==> src/rtl/nibble_serial_adder_if.sv <==
// Operand/result handshake bundle for nibble_serial_adder.
`default_nettype none

// ============================================================================
//  Module   : nibble_serial_adder_if
//  Brief    : Valid/ready operand input and result output channels
//  Revision : 1.0 - initial release
// ============================================================================
interface nibble_serial_adder_if #(
  parameter int WIDTH = 16
);
  logic             in_valid;
  logic             in_ready;
  logic [WIDTH-1:0] a;
  logic [WIDTH-1:0] b;
  logic             cin;
  logic             sub;
  logic             out_valid;
  logic             out_ready;
  logic [WIDTH-1:0] sum;
  logic             cout;
  logic             overflow;

  modport master (
    output in_valid, a, b, cin, sub, out_ready,
    input  in_ready, out_valid, sum, cout, overflow
  );

  modport slave (
    input  in_valid, a, b, cin, sub, out_ready,
    output in_ready, out_valid, sum, cout, overflow
  );
endinterface

`default_nettype wire

==> src/rtl/nibble_serial_adder.sv <==
// Nibble-serial adder/subtractor: one 4-bit carry-lookahead slice reused NIB times.
`default_nettype none

// ============================================================================
//  Module   : nibble_serial_adder
//  Brief    : WIDTH-bit add (A+B+cin) or subtract (A-B), one nibble per clock
//  Revision : 1.0 - initial release
// ============================================================================
module nibble_serial_adder #(
  parameter int WIDTH = 16
) (
  input  wire logic                  clk,
  input  wire logic                  rst,
  nibble_serial_adder_if.slave       bus
);

  localparam int c_nib = WIDTH / 4;
  localparam int c_kw  = (c_nib > 1) ? $clog2(c_nib) : 1;
  localparam logic [c_kw-1:0] c_k_last = c_kw'(c_nib - 1);

  typedef enum logic [1:0] {
    S_IDLE = 2'd0,
    S_RUN  = 2'd1,
    S_DONE = 2'd2
  } state_t;

  state_t           r_state;
  logic             r_in_ready;
  logic             r_out_valid;
  logic [WIDTH-1:0] r_a;
  logic [WIDTH-1:0] r_b;
  logic [WIDTH-5:0] r_res;
  logic             r_carry;
  logic [c_kw-1:0]  r_k;
  logic [WIDTH-1:0] r_sum;
  logic             r_cout;
  logic             r_ovf;

  logic [3:0]       w_p;
  logic [3:0]       w_g;
  logic [4:0]       w_c;
  logic [3:0]       w_s;
  logic [WIDTH-1:0] w_shift;
  logic             w_last;

  // Operand registers shift right each RUN cycle, so the active nibble is always [3:0].
  always_comb begin
    w_p = r_a[3:0] ^ r_b[3:0];
    w_g = r_a[3:0] & r_b[3:0];
    w_c[0] = r_carry;
    w_c[1] = w_g[0] | (w_p[0] & w_c[0]);
    w_c[2] = w_g[1] | (w_p[1] & w_g[0]) | (w_p[1] & w_p[0] & w_c[0]);
    w_c[3] = w_g[2] | (w_p[2] & w_g[1]) | (w_p[2] & w_p[1] & w_g[0])
           | (w_p[2] & w_p[1] & w_p[0] & w_c[0]);
    w_c[4] = w_g[3] | (w_p[3] & w_g[2]) | (w_p[3] & w_p[2] & w_g[1])
           | (w_p[3] & w_p[2] & w_p[1] & w_g[0])
           | (w_p[3] & w_p[2] & w_p[1] & w_p[0] & w_c[0]);
    w_s = w_p ^ w_c[3:0];
  end

  // New nibble enters at the top; after the last slice the full result is aligned.
  assign w_shift = {w_s, r_res};
  assign w_last  = (r_k == c_k_last);

  always_ff @(posedge clk) begin
    if (rst) begin
      r_state     <= S_IDLE;
      r_in_ready  <= 1'b1;
      r_out_valid <= 1'b0;
      r_sum       <= '0;
      r_cout      <= 1'b0;
      r_ovf       <= 1'b0;
      r_carry     <= 1'b0;
      r_k         <= '0;
    end else begin
      case (r_state)
        S_IDLE: begin
          if (bus.in_valid) begin
            r_a        <= bus.a;
            r_b        <= bus.sub ? ~bus.b : bus.b;
            r_carry    <= bus.sub ? 1'b1 : bus.cin;
            r_k        <= '0;
            r_in_ready <= 1'b0;
            r_state    <= S_RUN;
          end
        end
        S_RUN: begin
          r_a     <= r_a >> 4;
          r_b     <= r_b >> 4;
          r_res   <= w_shift[WIDTH-1:4];
          r_carry <= w_c[4];
          r_k     <= r_k + 1'b1;
          if (w_last) begin
            r_k         <= '0;
            r_sum       <= w_shift;
            r_cout      <= w_c[4];
            // Last slice: w_c[3] is the carry into the MSB, w_c[4] the carry out of it.
            r_ovf       <= w_c[3] ^ w_c[4];
            r_out_valid <= 1'b1;
            r_state     <= S_DONE;
          end
        end
        S_DONE: begin
          if (bus.out_ready) begin
            r_out_valid <= 1'b0;
            r_in_ready  <= 1'b1;
            r_state     <= S_IDLE;
          end
        end
        default: begin
          r_out_valid <= 1'b0;
          r_in_ready  <= 1'b1;
          r_state     <= S_IDLE;
        end
      endcase
    end
  end

  assign bus.in_ready  = r_in_ready;
  assign bus.out_valid = r_out_valid;
  assign bus.sum       = r_sum;
  assign bus.cout      = r_cout;
  assign bus.overflow  = r_ovf;

endmodule

`default_nettype wire

==> src/flat_wrapper.sv <==
// flat-port wrapper written by rule: the top's interface ports become plain ports
module nibble_serial_adder_flat 
#(
  parameter int WIDTH = 16
)
  (clk, rst, bus_in_valid, bus_a, bus_b, bus_cin, bus_sub, bus_out_ready, bus_in_ready, bus_out_valid, bus_sum, bus_cout, bus_overflow);
  nibble_serial_adder_if #(.WIDTH(WIDTH)) bus_i ();
  input  wire logic clk;
  input  wire logic rst;
  input wire logic [$bits(bus_i.in_valid)-1:0] bus_in_valid;
  input wire logic [$bits(bus_i.a)-1:0] bus_a;
  input wire logic [$bits(bus_i.b)-1:0] bus_b;
  input wire logic [$bits(bus_i.cin)-1:0] bus_cin;
  input wire logic [$bits(bus_i.sub)-1:0] bus_sub;
  input wire logic [$bits(bus_i.out_ready)-1:0] bus_out_ready;
  output wire logic [$bits(bus_i.in_ready)-1:0] bus_in_ready;
  output wire logic [$bits(bus_i.out_valid)-1:0] bus_out_valid;
  output wire logic [$bits(bus_i.sum)-1:0] bus_sum;
  output wire logic [$bits(bus_i.cout)-1:0] bus_cout;
  output wire logic [$bits(bus_i.overflow)-1:0] bus_overflow;
  assign bus_i.in_valid = bus_in_valid;
  assign bus_i.a = bus_a;
  assign bus_i.b = bus_b;
  assign bus_i.cin = bus_cin;
  assign bus_i.sub = bus_sub;
  assign bus_i.out_ready = bus_out_ready;
  assign bus_in_ready = bus_i.in_ready;
  assign bus_out_valid = bus_i.out_valid;
  assign bus_sum = bus_i.sum;
  assign bus_cout = bus_i.cout;
  assign bus_overflow = bus_i.overflow;
  nibble_serial_adder #(.WIDTH(WIDTH)) u_core (.clk(clk), .rst(rst), .bus(bus_i));
endmodule
==> config.mk <==
export PLATFORM = sky130hd
export DESIGN_NAME = nibble_serial_adder_flat
export DESIGN_NICKNAME = d
export VERILOG_FILES = /design/src/rtl/nibble_serial_adder_if.sv /design/src/rtl/nibble_serial_adder.sv /design/src/flat_wrapper.sv
export SDC_FILE = /design/constraint.sdc
export NUM_CORES = 1
export LEC_CHECK = 0
export ABC_AREA = 1
export CORE_MARGIN = 1.5
export CORE_UTILIZATION = 51
export DETAILED_ROUTE_END_ITERATION = 16
export PLACE_DENSITY_LB_ADDON = 0.3
export REMOVE_ABC_BUFFERS = 1
export SKIP_CTS_REPAIR_TIMING = 1
export SLEW_MARGIN = 20
export SYNTH_ARGS = -nofsm -noshare
export SYNTH_HDL_FRONTEND = slang
export SYNTH_SLANG_ARGS = --single-unit
==> constraint.sdc <==
create_clock -name clk -period 2.9 [get_ports clk]
set_input_delay 0.435 -clock clk [delete_from_list [all_inputs] [get_ports clk]]
set_output_delay 0.435 -clock clk [all_outputs]
set_load 0.005 [all_outputs]
==> run_results.csv, run 1 <==
group,metric,value,unit
outcome,run_status,"completed",
power,power.density,548,nW/µm²
layout,area_growth_syn_to_layout,25.7,%
drt,routed_wire_length_per_instance,12.4,µm
placed_design,buffer_ports.inserted,57,
setup_path,arrival,1.82,ns
setup_path,length_in_cells_of_the_worst_reg_to_reg_path,4,
clock_tree,worst_skew_pair.late_latency,0.34,ns
worst_hold_path,timing.hold.worst.class,"reg -> reg",
drt,first_iter_violations,154,
power,ir_worst_vdd,336,µV
run,max_cap_violations,0,
yosys,yosysSeqAreaShare,61.3,%
drt,post-route-drc-count,0,
floorplanning,floorplan.core_area,5570,µm²
yosys,avgSynthCellArea,9.87,µm²
timing,grt_setup_unrepaired,"false",
setup_path,worstSetupPathType,"reg -> reg",
floorplanning,dieWidth,79.3,µm
setup_path,reg2reg_setup_slack,1.14,ns
setup_path,critical_path_required,2.96,ns
layout,fillers,461,
yosys,syn-instance-count,301,
setup_path,critical_path.max_fanout,45,
setup_path,endpoint_kind,"flip-flop",
placed_design,gpl.final_weighted_congestion,0.843,
timing,achievable-frequency,569,MHz
clock_tree,cts-root-buf,"clkbuf_8",
floorplanning,die_h,79.3,µm
setup_path,critical_path.startpoint_type,"flip-flop",
layout,layout.nets,404,
global_route,first_global_vias,2170,
global_route,number_of_antenna_violations_at_the_first_check_in_global_routing,0,
setup_path,critical_path.startpoint,"u_core.r_state[1]",
yosys,synth-warning-count,0,
setup_path,setup.worst_path.end,"u_core.r_b[5]",
global_route,globalRouteTotalUtil,19.3,%
timing,tightestPinTransition,0.633,ns
yosys,ys_ff_latch,69,
layout,drive_gt1_share,6.30,%
placed_design,post-dp-hpwl,3.60,mm
drt,detail_route.wirelength,5.42,mm
timing,worst_clock_skew,0.00991,ns
yosys,synth_largest_area_cell,"edfxtp_1",
floorplanning,initial_utilization,53.3,%
floorplanning,floorplan.rows,27,
clock_tree,worst_setup_hold_path_clk_slew,0.07,ns
floorplanning,die-area,6290,µm²
yosys,synthDistinctLibCells,23,
power,power.static_leakage,0.00150,µW
timing,period_needed,1.76,ns
timing,timing.final.setup_violations,0,
timing,finalHoldViolCount,0,
layout,final_core_occ,67.0,%
drt,per_cell_via_count_in_the_routed_design,5.00,
drt,num_vias,2184,
layout,layout.cells.most_common_list,"71 x nand2_1, 57 x clkdlybuf4s50_1, 48 x nor2_1",
clock_tree,htree_levels,3,
yosys,synth_area,2970,µm²
timing,max_slew_margin,57.7,%
layout,num_antenna_cells,0,
drt,route.antenna.remaining_nets,0,
timing,tns,0,ns
clock_tree,buffers_from_clock_root_to_sink_at_most,2,
clock_tree,tritoncts,"done",
clock_tree,cts_inserted_buffers,9,
layout,mostFrequentLayoutCell,"nand2_1",
global_route,grt_remaining_overflow,0,
global_route,wire_length_of_the_first_global_routing_pass,9.21,mm
yosys,synth.top_cells.by_area,"edfxtp_1 44%, dfxtp_1 17%, nand2_1 9.0%, nor2_1 6.2%, o21ai_0 5.1%",
global_route,grt_start_max_net_pins,46,
drt,first_pass_iters,4,
yosys,netlist.area_leader.share,44.5,%
floorplanning,top_level_ports,58,
setup_path,r2r_end,"u_core.r_b[5]",
timing,max_slew_vio_count,0,
clock_tree,clock-sinks,69,
setup_path,reg2reg_from,"u_core.r_state[1]",
timing,post-route-period-util,60.6,%
==> worst min path at each step <==
stage / from / cells past startpoint / endpoint
3_5_place_dp: u_core.r_res[11] / 0 / u_core.r_res[7]
2_1_floorplan: u_core.r_res[4] / 0 / u_core.r_res[0]
6_report: u_core.r_res[11] / 0 / u_core.r_res[7]
4_1_cts: u_core.r_res[11] / 0 / u_core.r_res[7]
5_1_grt: u_core.r_res[11] / 0 / u_core.r_res[7]
3_3_place_gp: u_core.r_res[5] / 0 / u_core.r_res[1]
==> power breakdown <==
group	leakage (µW)	switching [µW]	total (µW)	internal [µW]
Clock	0.0000825	333	661	328
Combinational	0.000795	134	252	117
Sequential	0.000620	19.3	1130	1110
Total	0.00150	487	2050	1560
==> kinds of logic (layout without fill, tap and decap cells) <==
| logic type | Yosys count | in the layout | share of synthesized area, % |
|---|---|---|---|
| AND/OR/NAND/NOR | 136 | 136 | 18.5 |
| flip-flops | 69 | 69 | 61.3 |
| AO/OA/AOI/OAI | 39 | 39 | 6.87 |
| buffers and inverters | 34 | 98 | 5.56 |
| XOR/XNOR | 17 | 17 | 5.01 |
| adder cells (fa/ha/maj) | 6 | 6 | 2.78 |
==> critical path, stage by stage, from the launching register on <==
cell and delay (ns):
dfxtp_1 0.36, inv_1 0.14, nand2_2 0.21, inv_2 0.54, o21ai_0 0.22
==> per-stage QoR <==
| step | worst slack [ns] | area, µm² | instances | power, µW | hold WS [ns] |
|---|---|---|---|---|---|
| 5_1_grt | 0.957 | 3730 | 437 | 2140 | 0.455 |
| 2_1_floorplan | 0.498 | 2890 | 289 | 1300 | 0.427 |
| 6_report | 1.14 | 3730 | 437 | 2050 | 0.453 |
| 3_3_place_gp | 0.935 | 3570 | 421 | 1390 | 0.428 |
| 3_5_place_dp | 0.883 | 3570 | 421 | 1410 | 0.437 |
| 4_1_cts | 1.11 | 3730 | 437 | 2060 | 0.453 |
==> final cells by class <==
cell class / instances / area, µm² / share of cell area, %
clock buffers: 13 / 149 / 3.99
well taps: 72 / 90.1 / 2.41
multi-input cells: 198 / 986 / 26.4
flip-flops and latches: 69 / 1820 / 48.8
inverters: 22 / 82.6 / 2.21
repair buffers: 60 / 593 / 15.9
clock inverters: 3 / 12.5 / 0.335
==> routing by layer <==
layer  part of all wire (%)  routed length (µm)  GRT usage [%]
met2                     49                2640           33.2
met4                    2.5                 134           8.95
met5                      0                   0              0
met1                     43                2340           21.4
met3                    5.8                 313           6.44
==> state kept, by name (all words and copies together), names as in the netlist <==
register              cells
u_core.r_carry            1
u_core.bus.out_valid      1
u_core.r_a               16
u_core.bus.in_ready       1
u_core.bus.cout           1
u_core.r_k                2
u_core.r_b               16
u_core.bus.overflow       1
u_core.bus.sum           16
u_core.r_state            2
u_core.r_res             12
==> Yosys cell counts (all sizes together) <==
| cell type | instances |
|---|---|
| nand4 | 3 |
| a21oi | 8 |
| fa | 1 |
| ha | 5 |
| or2 | 3 |
| edfxtp | 44 |
| clkbuf | 1 |
| nor2 | 50 |
| buf | 11 |
| inv | 22 |
| o21ai | 30 |
| dfxtp | 25 |
| nand3b | 1 |
| xnor2 | 17 |
| a32o | 1 |
| nand3 | 7 |
| nand2 | 72 |
Note: power is estimated with default switching activity, not from simulation.
==> inputs of run 2 (changes only) <==
--- a/config.mk
+++ b/config.mk
@@ -7,7 +7,7 @@
 export LEC_CHECK = 0
 export ABC_AREA = 1
 export CORE_MARGIN = 1.5
-export CORE_UTILIZATION = 51
+export CORE_UTILIZATION = 46
 export DETAILED_ROUTE_END_ITERATION = 16
 export PLACE_DENSITY_LB_ADDON = 0.3
 export REMOVE_ABC_BUFFERS = 1
==> constraint.sdc (replaced) <==
create_clock -name clk -period 1.5 [get_ports clk]
set_input_delay 0.225 -clock clk [delete_from_list [all_inputs] [get_ports clk]]
set_output_delay 0.225 -clock clk [all_outputs]
set_load 0.005 [all_outputs]
==> run 2 against run 1 <==
Worst setup slack worse by 1.1 ns. Non-clock buffer count grew 9. Utilization down 4.5 points. Die area up 10%. Wire length down 6.3%. Via count down 1.3%. First-iteration DRC count is 55% lower. Global-route usage decreased by 3.6 points. Register-to-register slack got worse by 1.1 ns. Power rose by 110%. Sequential share of layout area decreased by 2.3 points. Sequential power increased by 94%.
==> run_results.csv, run 2 (synthesis gave the netlist of run 1 again) <==
group,metric,value,unit
clock_tree,clock-sinks,69,
drt,per_cell_via_count_in_the_routed_design,4.78,
worst_hold_path,holdCritStartpoint,"u_core.r_res[9]",
global_route,use_met2,26.5,%
setup_path,critical_path.startpoint,"u_core.bus.cout",
layout,drive_gt1_share,10.2,%
setup_path,critical_path_required,1.27,ns
clock_tree,cts_inserted_buffers,9,
timing,period_needed,1.43,ns
global_route,globalRouteTotalUtil,15.7,%
global_route,wire_length_of_the_first_global_routing_pass,8.64,mm
clock_tree,worst_skew_pair.late_latency,0.34,ns
timing,max_slew_vio_count,0,
layout,mostFrequentLayoutCell,"nand2_1",
floorplanning,floorplan.core_area,6280,µm²
power,power,4230,µW
worst_hold_path,timing.hold.worst.class,"reg -> reg",
setup_path,critical_path.startpoint_type,"flip-flop",
run,max_cap_violations,0,
setup_path,arrival,1.21,ns
floorplanning,floorplan.rows,29,
drt,first_iter_violations,70,
power,ir_worst_vdd,849,µV
power,power.static_leakage,0.00158,µW
setup_path,reg2reg_from,"u_core.r_b[1]",
setup_path,endpoint_kind,"output pin",
clock_tree,worst_setup_hold_path_clk_slew,0.07,ns
drt,post-route-drc-count,0,
global_route,grt.busiest_layer,"met2",
timing,worst_clock_skew,0.0109,ns
outcome,run_status,"completed",
timing,finalHoldViolCount,0,
floorplanning,dieWidth,83.4,µm
floorplanning,die-area,6950,µm²
timing,max_slew_margin,79.6,%
setup_path,cpLargestDelayFamily,"buffers and inverters",
global_route,grt_start_max_net_pins,46,
layout,num_antenna_cells,0,
setup_path,worstSetupPathType,"reg -> out",
drt,route.antenna.remaining_nets,0,
timing,tns,0,ns
placed_design,postPlaceCellArea,3700,µm²
clock_tree,buffers_from_clock_root_to_sink_at_most,2,
clock_tree,cts-root-buf,"clkbuf_8",
floorplanning,die_h,83.4,µm
clock_tree,htree_levels,3,
layout,final_area,3920,µm²
setup_path,cp_slowest_cell,"clkdlybuf4s50_1",
drt,num_vias,2155,
timing,timing.final.setup_violations,0,
drt,first_pass_iters,4,
global_route,first_global_vias,2036,
drt,detail_route.wirelength,5.08,mm
placed_design,gpl.final_weighted_congestion,0.805,
global_route,grt_util_met1,18.3,%
layout,area_growth_syn_to_layout,32.1,%
timing,tightestPinTransition,0.305,ns
global_route,grt_util_met3,6.26,%
timing,timing.hold.ws,0.453,ns
timing,post-route-period-util,95.4,%
setup_path,timing.critical_path.slowest_cell_delay,0.52,ns
setup_path,crit_chain,"clkdlybuf4s50_1",
setup_path,path_buf_inv,1,
setup_path,critical_path.max_fanout,2,
global_route,grt_remaining_overflow,0,
drt,routed_wire_length_per_instance,11.3,µm
floorplanning,top_level_ports,58,
floorplanning,initial_utilization,47.3,%
timing,achievable-frequency,699,MHz
global_route,number_of_antenna_violations_at_the_first_check_in_global_routing,0,
placed_design,post-dp-hpwl,3.55,mm
power,power.density,1080,nW/µm²
placed_design,buffer_ports.inserted,57,
layout,layout.cells.most_common_list,"71 x nand2_1, 57 x clkdlybuf4s50_1, 48 x nor2_1",
layout,layout.nets,413,
clock_tree,tritoncts,"done",
==> run 2: worst paths after layout <==
| kind | to | slack (ns) | cells past startpoint |
|---|---|---|---|
| setup / recovery | bus_cout | 0.07 | 1 |
| hold / removal | u_core.r_res[5] | 0.45 | 0 |
| setup reg to reg | u_core.bus.sum[14] | 0.08 | 6 |
| hold reg to reg | u_core.r_res[5] | 0.45 | 0 |
==> run 2: stage by stage <==
stage / worst slack, ns / util [%] / cells
2_1_floorplan: -0.902 / - / 289
3_3_place_gp: -0.0126 / 58.9 / 435
3_5_place_dp: -0.0158 / 58.9 / 435
4_1_cts: -0.0183 / 62.1 / 451
5_1_grt: -0.00283 / 62.5 / 451
6_report: 0.0693 / 62.5 / 451
==> run 2: area by class of cell <==
cell class              count  area, µm²
fillers                   548       2350
flip-flops and latches     69       1820
multi-input cells         198       1010
repair buffers             69        711
clock buffers              12        155
well taps                  77       96.3
inverters                  22       82.6
clock inverters             4       46.3
==> run 2: routing by layer <==
layer  share of wire (%)  vias up  routed length [µm]
li1                    -     1118                   -
met1                  45      967                2270
met2                  48       62                2430
met3                 6.0        8                 307
met4                 1.5        0                  78
met5                   0        -                   0
==> run 2: power by group <==
| part | internal (µW) | switching (µW) |
|---|---|---|
| Clock | 854 | 646 |
| Combinational | 272 | 259 |
| Sequential | 2160 | 39.4 |
==> inputs of run 3 (changes only) <==
--- a/config.mk
+++ b/config.mk
@@ -6,8 +6,10 @@
 export NUM_CORES = 1
 export LEC_CHECK = 0
 export ABC_AREA = 1
+export CAP_MARGIN = 20
 export CORE_MARGIN = 1.5
 export CORE_UTILIZATION = 46
+export CTS_BUF_LIST = sky130_fd_sc_hd__clkbuf_16
 export DETAILED_ROUTE_END_ITERATION = 16
 export PLACE_DENSITY_LB_ADDON = 0.3
 export REMOVE_ABC_BUFFERS = 1
==> run 3 against run 2 <==
Register-to-register slack is essentially flat. Combinational power is essentially flat. Clock power up 33%. Flip-flop and latch count did not move. Worst hold slack got worse by 0.0048 ns. Largest cell class unchanged. Cell area grew 2.1%. Final cell count did not move. Power increased by 12%. Critical path type is now reg -> reg. Non-clock buffer count did not move. First-iteration DRC count did not move. Highest routed layer unchanged. Sequential power about the same. Critical path depth is 5 higher.
==> run_results.csv, run 3 (synthesis gave the netlist of run 1 again) <==
group,metric,value,unit
global_route,globalRouteTotalUtil,16.0,%
timing,max_slew_margin,79.9,%
setup_path,critical_path.max_fanout,4,
timing,finalHoldViolCount,0,
global_route,number_of_antenna_violations_at_the_first_check_in_global_routing,0,
drt,detail_route.wirelength,5.22,mm
layout,multi_input_area,1010,µm²
outcome,run_status,"completed",
clock_tree,clock-sinks,69,
layout,fillers,540,
drt,num_vias,2176,
floorplanning,initial_utilization,47.3,%
layout,num_antenna_cells,0,
clock_tree,buffers_from_clock_root_to_sink_at_most,2,
timing,post-route-period-util,94.9,%
global_route,grt.busiest_layer,"met2",
setup_path,reg2reg_from,"u_core.r_b[1]",
timing,max_slew_vio_count,0,
setup_path,length_in_cells_of_the_worst_reg_to_reg_path,6,
drt,first_iter_violations,70,
timing,achievable-frequency,703,MHz
clock_tree,cts-root-buf,"clkbuf_16",
global_route,wire_length_of_the_first_global_routing_pass,8.78,mm
run,max_cap_violations,0,
floorplanning,die-area,6950,µm²
clock_tree,worst_setup_hold_path_clk_slew,0.05,ns
timing,worst_clock_skew,0.00842,ns
drt,per_cell_via_count_in_the_routed_design,4.82,
timing,period_needed,1.42,ns
power,ir_worst_vdd,1090,µV
drt,post-route-drc-count,0,
clock_tree,tritoncts,"done",
layout,drive_gt1_share,9.89,%
setup_path,path_buf_inv,1,
drt,first_pass_iters,5,
layout,mostFrequentLayoutCell,"nand2_1",
global_route,grt_util_met3,5.96,%
setup_path,endpoint_kind,"flip-flop",
power,power.density,1180,nW/µm²
setup_path,crit_chain,"ha_4 -> or2_2 -> nand3b_1 -> nand2_1 -> o21ai_1 -> inv_1",
global_route,grt_util_met1,19.0,%
floorplanning,floorplan.rows,29,
clock_tree,htree_levels,3,
global_route,first_global_vias,2018,
placed_design,buffer_ports.inserted,57,
setup_path,timing.critical_path.slowest_cell_delay,0.42,ns
setup_path,critical_path_required,1.72,ns
drt,route.antenna.remaining_nets,0,
worst_hold_path,timing.hold.worst.class,"reg -> reg",
power,power.static_leakage,0.00162,µW
worst_hold_path,holdCritStartpoint,"u_core.r_res[11]",
layout,seq_area,1820,µm²
timing,timing.final.setup_violations,0,
floorplanning,top_level_ports,58,
drt,routed_wire_length_per_instance,11.6,µm
placed_design,gpl.final_weighted_congestion,0.805,
setup_path,critical_path.startpoint,"u_core.r_b[1]",
layout,layout.cells.most_common_list,"71 x nand2_1, 57 x clkdlybuf4s50_1, 48 x nor2_1",
timing,timing.hold.ws,0.449,ns
setup_path,path_depth,6,
global_route,grt_remaining_overflow,0,
worst_hold_path,hold_depth,0,
layout,layout.nets,413,
layout,area_growth_syn_to_layout,34.8,%
floorplanning,die_h,83.4,µm
placed_design,numPlacedInstances,435,
floorplanning,dieWidth,83.4,µm
setup_path,cpLargestDelayFamily,"simple AND/OR/NAND/NOR gates",
setup_path,worstSetupPathType,"reg -> reg",
setup_path,cp_slowest_cell,"edfxtp_1",
timing,tightestPinTransition,0.301,ns
global_route,use_met2,26.8,%
setup_path,arrival,1.64,ns
placed_design,post-dp-hpwl,3.55,mm
floorplanning,floorplan.core_area,6280,µm²
clock_tree,cts_inserted_buffers,9,
setup_path,critical_path.startpoint_type,"flip-flop",
layout,layout.cells.non_filler,451,
global_route,grt_start_max_net_pins,46,
clock_tree,worst_skew_pair.late_latency,0.32,ns
==> run 3: metrics by stage <==
stage	setup TNS [ns]	util (%)	total power (µW)	area (µm²)	worst slack (ns)
final	0	63.8	4730	4010	0.0772
after global routing	-0.000464	63.8	4920	4010	-0.000464
after floorplan	-29.77	-	2510	2890	-0.902
after detailed placement	-0.243	58.9	2760	3700	-0.0158
after global placement	-0.365	58.9	2740	3700	-0.0126
after CTS	-0.0183	63.4	4750	3980	-0.0183
==> run 3: per-layer routing <==
metal / wire length [µm] / vias up
met5: 0 / -
met4: 36 / 0
met3: 280 / 5
met2: 2570 / 66
met1: 2340 / 986
li1: - / 1119
==> run 3: report_power, final <==
part           internal (µW)  switching [µW]
Sequential              2160            39.5
Combinational            273             260
Clock                   1260             732
==> run 3: worst register-to-register path, stage by stage (launching register included) <==
cell      delay, ns
edfxtp_1       0.42
ha_4           0.28
or2_2          0.31
nand3b_1       0.09
nand2_1        0.07
o21ai_1        0.11
inv_1          0.04
==> run 3: cell type report <==
class	count	area share, %
Clock buffer	9	5.62
Clock inverter	7	1.44
Inverter	22	2.06
Multi-Input combinational cell	198	25.2
Sequential cell	69	45.5
Tap cell	77	2.41
Timing Repair Buffer	69	17.7
==> run 3: path summary, 6_finish.rpt <==
path | endpoint | slack, ns
hold reg to reg | u_core.r_res[7] | 0.45
hold / removal | u_core.r_res[7] | 0.45
setup / recovery | u_core.bus.sum[14] | 0.08
setup reg to reg | u_core.bus.sum[14] | 0.08
